**src/rtl/ser_pkg.sv**
```systemverilog
// Shared types and sizing helpers for the word serializer and its future deserializer peer.
package ser_pkg;

    localparam int unsigned DEFAULT_WIDTH = 12;

    typedef enum logic [0:0] {
        IDLE  = 1'b0,
        SHIFT = 1'b1
    } state_t;

    // Bit-counter width able to hold WIDTH-1; never below one bit.
    function automatic int unsigned cnt_width(input int unsigned width);
        return (width < 2) ? 1 : $clog2(width);
    endfunction

endpackage

```
**src/rtl/ser_bit_cnt.sv**
```systemverilog
// Bit-position counter for serial word framing; flags the last bit (WIDTH-1) and saturates there.
module ser_bit_cnt
    import ser_pkg::*;
#(
    parameter int unsigned WIDTH = DEFAULT_WIDTH
) (
    input  logic                          t_clk,
    input  logic                          r,
    input  logic                          clear,
    input  logic                          enable,
    output logic [cnt_width(WIDTH)-1:0]   cnt,
    output logic                          last
);

    localparam int unsigned CNT_W = cnt_width(WIDTH);

    assign last = (cnt == CNT_W'(WIDTH - 1));

    // Clear wins over enable; holding at last keeps the count from wrapping.
    always_ff @(posedge t_clk) begin
        if (r || clear) begin
            cnt <= '0;
        end else if (enable && !last) begin
            cnt <= cnt + CNT_W'(1);
        end
    end

endmodule

```
**src/rtl/word_serializer.sv**
```systemverilog
// Parallel-to-serial feeder, LSB first, with a word-start strobe on bit 0.
// Define SER_BACK2BACK_EN to allow a new word to follow the last bit with no idle cycle.
module word_serializer
    import ser_pkg::*;
#(
    parameter int unsigned WIDTH = DEFAULT_WIDTH
) (
    input  logic             t_clk,
    input  logic             r,
    input  logic [WIDTH-1:0] in_data,
    input  logic             in_valid,
    output logic             in_ready,
    output logic             ser_bit,
    output logic             ser_start,
    output logic             ser_valid,
    output logic             busy
);

    localparam int unsigned CNT_W = cnt_width(WIDTH);

    state_t             state;
    state_t             state_d;
    logic [WIDTH-1:0]   shreg;
    logic [WIDTH-1:0]   shreg_d;
    logic [CNT_W-1:0]   cnt;
    logic               last;
    logic               load;
    logic               cnt_clear;
    logic               cnt_en;
    logic               ready_d;

    assign load = in_valid && in_ready;

    ser_bit_cnt #(
        .WIDTH (WIDTH)
    ) u_bit_cnt (
        .t_clk  (t_clk),
        .r      (r),
        .clear  (cnt_clear),
        .enable (cnt_en),
        .cnt    (cnt),
        .last   (last)
    );

    // Next-state, shift-register and counter control.
    always_comb begin
        state_d   = state;
        shreg_d   = shreg;
        cnt_clear = 1'b0;
        cnt_en    = 1'b0;
        ready_d   = 1'b0;

        case (state)
            IDLE: begin
                if (load) begin
                    state_d   = SHIFT;
                    shreg_d   = in_data;
                    cnt_clear = 1'b1;
                end
            end
            SHIFT: begin
                shreg_d = shreg >> 1;
                cnt_en  = 1'b1;
                if (last) begin
                    cnt_clear = 1'b1;
`ifdef SER_BACK2BACK_EN
                    if (load) begin
                        shreg_d = in_data;
                    end else begin
                        state_d = IDLE;
                    end
`else
                    state_d = IDLE;
`endif
                end
            end
        endcase

        ready_d = (state_d == IDLE);
`ifdef SER_BACK2BACK_EN
        // The cycle after this edge carries the last bit, so a follow-on word may be taken then.
        if (state == SHIFT && cnt == CNT_W'(WIDTH - 2)) begin
            ready_d = 1'b1;
        end
`endif
    end

    // State register with registered outputs derived from the next state.
    always_ff @(posedge t_clk) begin
        if (r) begin
            state     <= IDLE;
            shreg     <= '0;
            in_ready  <= 1'b1;
            ser_bit   <= 1'b0;
            ser_start <= 1'b0;
            ser_valid <= 1'b0;
            busy      <= 1'b0;
        end else begin
            state     <= state_d;
            shreg     <= shreg_d;
            in_ready  <= ready_d;
            ser_bit   <= (state_d == SHIFT) && shreg_d[0];
            ser_start <= load;
            ser_valid <= (state_d == SHIFT);
            busy      <= (state_d == SHIFT);
        end
    end

endmodule

```
**config.mk**
```make
export PLATFORM = sky130hd
export DESIGN_NAME = word_serializer
export DESIGN_NICKNAME = d
export VERILOG_FILES = /design/src/rtl/ser_pkg.sv /design/src/rtl/ser_bit_cnt.sv /design/src/rtl/word_serializer.sv
export SDC_FILE = /design/constraint.sdc
export NUM_CORES = 1
export LEC_CHECK = 0
export ABC_AREA = 1
export CAP_MARGIN = 10
export CELL_PAD_IN_SITES_DETAIL_PLACEMENT = 1
export CELL_PAD_IN_SITES_GLOBAL_PLACEMENT = 2
export CORE_AREA = 2 2 62 64
export DETAILED_ROUTE_END_ITERATION = 7
export DIE_AREA = 0 0 64 66
export PLACE_DENSITY = 0.72
export SKIP_LAST_GASP = 1
export SLEW_MARGIN = 15
export SYNTH_ARGS = -nofsm -noshare
export SYNTH_HDL_FRONTEND = slang
export SYNTH_SLANG_ARGS = --single-unit
```
**constraint.sdc**
```tcl
create_clock -name t_clk -period 1.3 [get_ports t_clk]
set_input_delay 0.26 -clock t_clk [delete_from_list [all_inputs] [get_ports t_clk]]
set_output_delay 0.26 -clock t_clk [all_outputs]
set_load 0.03 [all_outputs]
```
==> impl_metrics.ini, run 1 <==
[detailed_routing]
route.detailed.wl_per_inst_um = 11.8
drtIter0Drc = 20
drc = 0
postRouteAntennaNets = 0
wirelength_mm = 2.29
via_per_inst = 4.43
vias = 860
firstDrtPassIters = 4

[floorplanning]
io_pins = 20
core_sq_mm = 0.00355
die_area_sq_mm = 0.00422
num_rows = 22
die_w_um = 64
initial_core_util_pct = 26.3
fp.dieH_um = 66

[worst_setup_path]
critPathCaptureType = output port
cp_max_fo = 1
cp_slowest_stage_delay_ps = 360
cp.depth = 1
start_kind = flop
worstPathRequired_ps = 1040
reg2reg_depth = 6
rr_startpoint = u_bit_cnt.cnt[0]
critPathBufInv = 1
crit_path_top_delay_cell = clkdlybuf4s15_1
critical-path-top-delay-family = buffers and inverters
rrSetupSlack_ps = 140
cp_cell_sequence = clkdlybuf4s15_1
cp.arrival_ps = 990
regToRegEndpoint = u_bit_cnt.cnt[3]
worstSetupPathType = flop to output port

[clock_network]
insertion_delay_ps = 290
cts-htree-levels = 1
cts_buffer_depth = 2
clk_pin_slew_worst_paths_ps = 110
cts_setup_buffers = 0
root_buffer = clkbuf_4
cts_buffers = 3
cts_sinks = 20
ctsHoldBuffers = 0
cts_tree = built

[sta]
slew_violations = 0
skew_ps = 2.28
slew-limit-headroom_pct = 79.6
timing.final.crit_share_pct = 95.8
rsz0062_at_grt = false
period_needed_ps = 1250
hold_violations = 0
fmax_mhz = 803
worst_slew_pin_slew_ps = 308
setup-tns-final_ps = 0
finalSetupViolCount = 0

[global_routing]
antenna_found_initial = 0
grt.total_usage_pct = 12.2
grt_pass1_vias = 894
grt_pass1_wl_mm = 3.97
gr-total-overflow = 0
grt_start_max_net_pins = 14

[logic_synthesis]
syn-num-nets = 138
netlist_instances = 122
synth.distinct_cells = 18
ys_ff_latch = 20
yosysWarningCount = 0
synth_area_per_cell_sq_um = 7.66
netlist_area_sq_um = 935
synth-seq-area-share_pct = 42.8

[cells_and_area]
final_area_sq_mm = 0.00120
drive_gt1_share_pct = 15.1
layout_common_cells = nand2_1 (42), dfxtp_1 (20), nand3_1 (19), clkdlybuf4s50_1 (14)
fin_nets = 164
utilization_pct = 33.9
layout_commonest_cell = nand2_1
fin_cells = 194
area_growth_syn_to_layout_pct = 28.9
antennaDiodeCount = 0

[place]
place_area_sq_mm = 0.00118
dp.cells = 191
gp_congestion = 0.759
port_buffers = 19
dpl.hpwl_mm = 1.76

[pwr]
powerDensity_mw_per_mm2 = 1050
power_mw = 1.27
leakage_nw = 0.518
ir_drop_uv = 354

[worst_hold_path]
hold_path.startpoint = shreg[8]
min_path_cells = 2
min_path_type = flop to flop
min_to = shreg[7]

[run_status]
status = completed

[job]
drv_cap = 0
==> cell usage after synthesis (all sizes together) <==
master / n / area, sq um
nand2: 44 / 180
nand3: 21 / 115
dfxtp: 20 / 400
inv: 12 / 47.6
a31oi: 6 / 37.5
buf: 6 / 63.8
a21oi: 5 / 25.0
nor2: 3 / 27.5
nand4: 2 / 12.5
clkbuf: 1 / 5.00
ha: 1 / 12.5
nand3b: 1 / 7.51
==> routing by layer <==
metal	wire (um)	GRT usage, %	vias to the layer above	share of wire (%)
li1	-	-	443	-
met1	1090	14.9	406	47
met2	1120	21.2	9	49
met3	65	2.04	2	2.8
met4	15	4.89	0	0.66
met5	0	0	-	0
==> logic make-up (layout without fill, tap and decap cells) <==
logic type	count (synthesis)	in the layout	share of synthesized area, %
simple gates	71	71	36.7
buf+inv	19	43	12.4
compound gates	11	11	6.69
flops	20	20	42.8
fa+ha+maj	1	1	1.34
==> how the worst max path moves through the flow <==
stage,from,to,slack (ps)
floorplan,state,shreg[1],70
global placement,in_valid,ser_bit,-120
detailed placement,in_valid,ser_bit,-150
CTS,ser_bit,ser_bit,20
global route,ser_start,ser_start,2
finish,ser_bit,ser_bit,50
==> sequential cells by signal, indices dropped and copies added (netlist names) <==
| name | flops |
|---|---|
| in_ready | 1 |
| shreg | 12 |
| ser_start | 1 |
| state | 1 |
| ser_bit | 1 |
| u_bit_cnt.cnt | 4 |
==> cell type report <==
class                   instances  area, sq um
fillers                       441         2350
multi-input cells              83          420
flip-flops and latches         20          400
repair buffers                 28          254
well taps                      48         60.1
inverters                      12         47.5
clock buffers                   3         22.5
==> metrics by stage <==
stage,setup slack [ps],hold slack (ps)
after CTS,19.4,501
final,54.1,497
after detailed placement,-153,480
after floorplan,73.4,403
after global routing,1.98,520
after global placement,-122,468
==> timing repair <==
item | CTS | global route
gates resized for setup | 2 | 4
endpoints found under the setup margin | 2 | 5
endpoints found under the hold margin | 0 | 0
==> report_power, final <==
| part | leakage (nW) | switching, mW | internal (mW) |
|---|---|---|---|
| registers | 0.164 | 0.0216 | 0.653 |
| clock network | 0.0138 | 0.190 | 0.108 |
| logic | 0.340 | 0.166 | 0.129 |
| total | 0.518 | 0.378 | 0.890 |
(Power assumes the default switching activity.)
==> run 2: changes to the inputs <==
==> constraint.sdc (replaced) <==
create_clock -name t_clk -period 1.3 [get_ports t_clk]
set_input_delay 0.26 -clock t_clk [delete_from_list [all_inputs] [get_ports t_clk]]
set_output_delay 0.26 -clock t_clk [all_outputs]
set_load 0.05 [all_outputs]
==> run 2 against run 1 <==
Compared with the run above:
- sequential power increased by 1%
- sequential share of layout area shrank 1.4 points
- register-to-register slack barely moved
- clock skew rose by 3.6 ps
- design area grew 6.2%
- wire length decreased by 1.3%
- highest routed layer unchanged
- non-clock buffer count unchanged
- die area unchanged
- critical path depth grew 1
- largest power group unchanged
- combinational power is 19% higher
==> impl_metrics.ini, run 2 (synthesis results as in run 1) <==
[cells_and_area]
multiInputGateArea_sq_um = 420
top_regs = shreg (12), u_bit_cnt.cnt (4)
drive_gt1_share_pct = 19.7
antennaDiodeCount = 0
n_fill_cell = 461
final_area_sq_mm = 0.00128
largest_reg_flops = 12
fin_nets = 164
layout_commonest_cell = nand2_1
regMostFlops = shreg
layout_common_cells = nand2_1 (41), nand3_1 (19), dfxtp_1 (16), clkdlybuf4s50_1 (14), inv_1 (11)
register_area_sq_um = 408
area_growth_syn_to_layout_pct = 36.9

[detailed_routing]
wirelength_mm = 2.26
drc = 0
firstDrtPassIters = 4
postRouteAntennaNets = 0
via_per_inst = 4.52
drtIter0Drc = 26
route.detailed.wl_per_inst_um = 11.6
vias = 881

[worst_setup_path]
cp.arrival_ps = 950
critPathBufInv = 2
worstPathRequired_ps = 1040
worstSetupPathType = flop to output port
cp_cell_sequence = buf_4 -> buf_12
cp_slowest_stage_delay_ps = 360
cp_max_fo = 2
start_kind = flop
critPathCaptureType = output port
crit_path_top_delay_cell = dfxtp_4
critical-path-top-delay-family = flip-flops

[floorplanning]
die_w_um = 64
io_pins = 20
initial_core_util_pct = 26.3
fp.dieH_um = 66
core_sq_mm = 0.00355
die_area_sq_mm = 0.00422
num_rows = 22

[global_routing]
grt_pass1_wl_mm = 3.96
grt.total_usage_pct = 12.0
antenna_found_initial = 0
grt_pass1_vias = 923
gr-total-overflow = 0
grt_start_max_net_pins = 14

[sta]
finalSetupViolCount = 0
finalHoldWorstSlack_ps = 484
skew_ps = 5.89
hold_violations = 0
setup-tns-final_ps = 0
worst_slew_pin_slew_ps = 196
period_needed_ps = 1210
worst_slack_ps = 93.1
fmax_mhz = 829
timing.final.crit_share_pct = 92.8
rsz0062_at_grt = false
slew-limit-headroom_pct = 87.0
slew_violations = 0

[pwr]
powerDensity_mw_per_mm2 = 1090
leakage_nw = 0.548
ir_drop_uv = 415
intPower_mw = 0.989
p_seq_share_pct = 48.7
p_sw_mw = 0.412
p_sw_share_pct = 29.4
power_frac_comb_pct = 25.1
pwr-share-clk_pct = 26.2

[clock_network]
root_buffer = clkbuf_4
clk_pin_slew_worst_paths_ps = 120
insertion_delay_ps = 300
cts_sinks = 20
cts_buffer_depth = 2
cts-htree-levels = 1
ctsHoldBuffers = 0
cts_buffers = 3
cts_tree = built

[place]
pre_cts_ws_ps = -180
place_area_sq_mm = 0.00123
port_buffers = 19
dpl.hpwl_mm = 1.76
gp_congestion = 0.763

[worst_hold_path]
min_path_type = flop to flop

[run_status]
status = completed

[job]
drv_cap = 0
==> run 2: cell types whose count changed in the layout (fill, tap and decap cells not counted) <==
| cell | delta |
|---|---|
| buf_4 | -2 |
| dfxtp_2 | +3 |
| clkdlybuf4s15_1 | -2 |
| nand2_2 | +1 |
| dfxtp_4 | +1 |
| buf_12 | +5 |
| ha_1 | +1 |
| clkbuf_8 | +1 |
| buf_6 | -1 |
| ha_2 | -1 |
| nand2_1 | -1 |
| dfxtp_1 | -4 |
==> run 2: what timing repair did <==
item                                    4_1_cts  5_1_grt
endpoints found under the setup margin        2        5
gates cloned                                  0        0
setup buffers                                 1        0
gates resized for setup                       1        3
==> run 2: cell type report <==
type | instances | area share, %
multi-input combinational | 83 | 32.8
sequential | 20 | 31.9
timing repair buffer | 28 | 24.0
tap | 48 | 4.69
inverter | 12 | 3.71
clock buffer | 4 | 2.83
==> run 2: path summary, 6_finish.rpt <==
kind,start,to,slack (ps),depth (start not counted)
hold reg to reg,shreg[4],shreg[3],480,2
hold / removal,shreg[4],shreg[3],480,2
setup / recovery,state,ser_valid,90,2
setup reg to reg,u_bit_cnt.cnt[0],u_bit_cnt.cnt[1],130,6
==> run 2: metrics by stage <==
step / total power, mW / utilization (%) / instances
floorplan: 0.907 / - / 122
global placement: 1.04 / 34.6 / 190
detailed placement: 1.05 / 34.6 / 190
CTS: 1.42 / 35.9 / 195
global route: 1.50 / 36.0 / 195
finish: 1.40 / 36.0 / 195
==> run 2: routing by layer <==
layer  share of wire, %  global-route usage (%)  vias to the layer above
li1                   -                       -                      446
met1                 42                    13.2                      424
met2                 54                    21.9                        9
met3                2.7                    2.90                        2
met4               0.84                    5.16                        0
met5                  0                       0                        -
==> run 2: tightest hold or removal path, cell delays in order, from the launching register on <==
cell and delay [ps]:
dfxtp_1 330, nand2_1 60, a31oi_1 70
==> run 2: power groups by stage <==
| stage | clock network [mW] | logic (mW) | registers (mW) |
|---|---|---|---|
| 2_1_floorplan | 0 | 0.185 | 0.722 |
| 3_3_place_gp | 0 | 0.335 | 0.706 |
| 3_5_place_dp | 0 | 0.341 | 0.707 |
| 6_report | 0.367 | 0.352 | 0.682 |
| 4_1_cts | 0.384 | 0.358 | 0.681 |
| 5_1_grt | 0.424 | 0.386 | 0.688 |
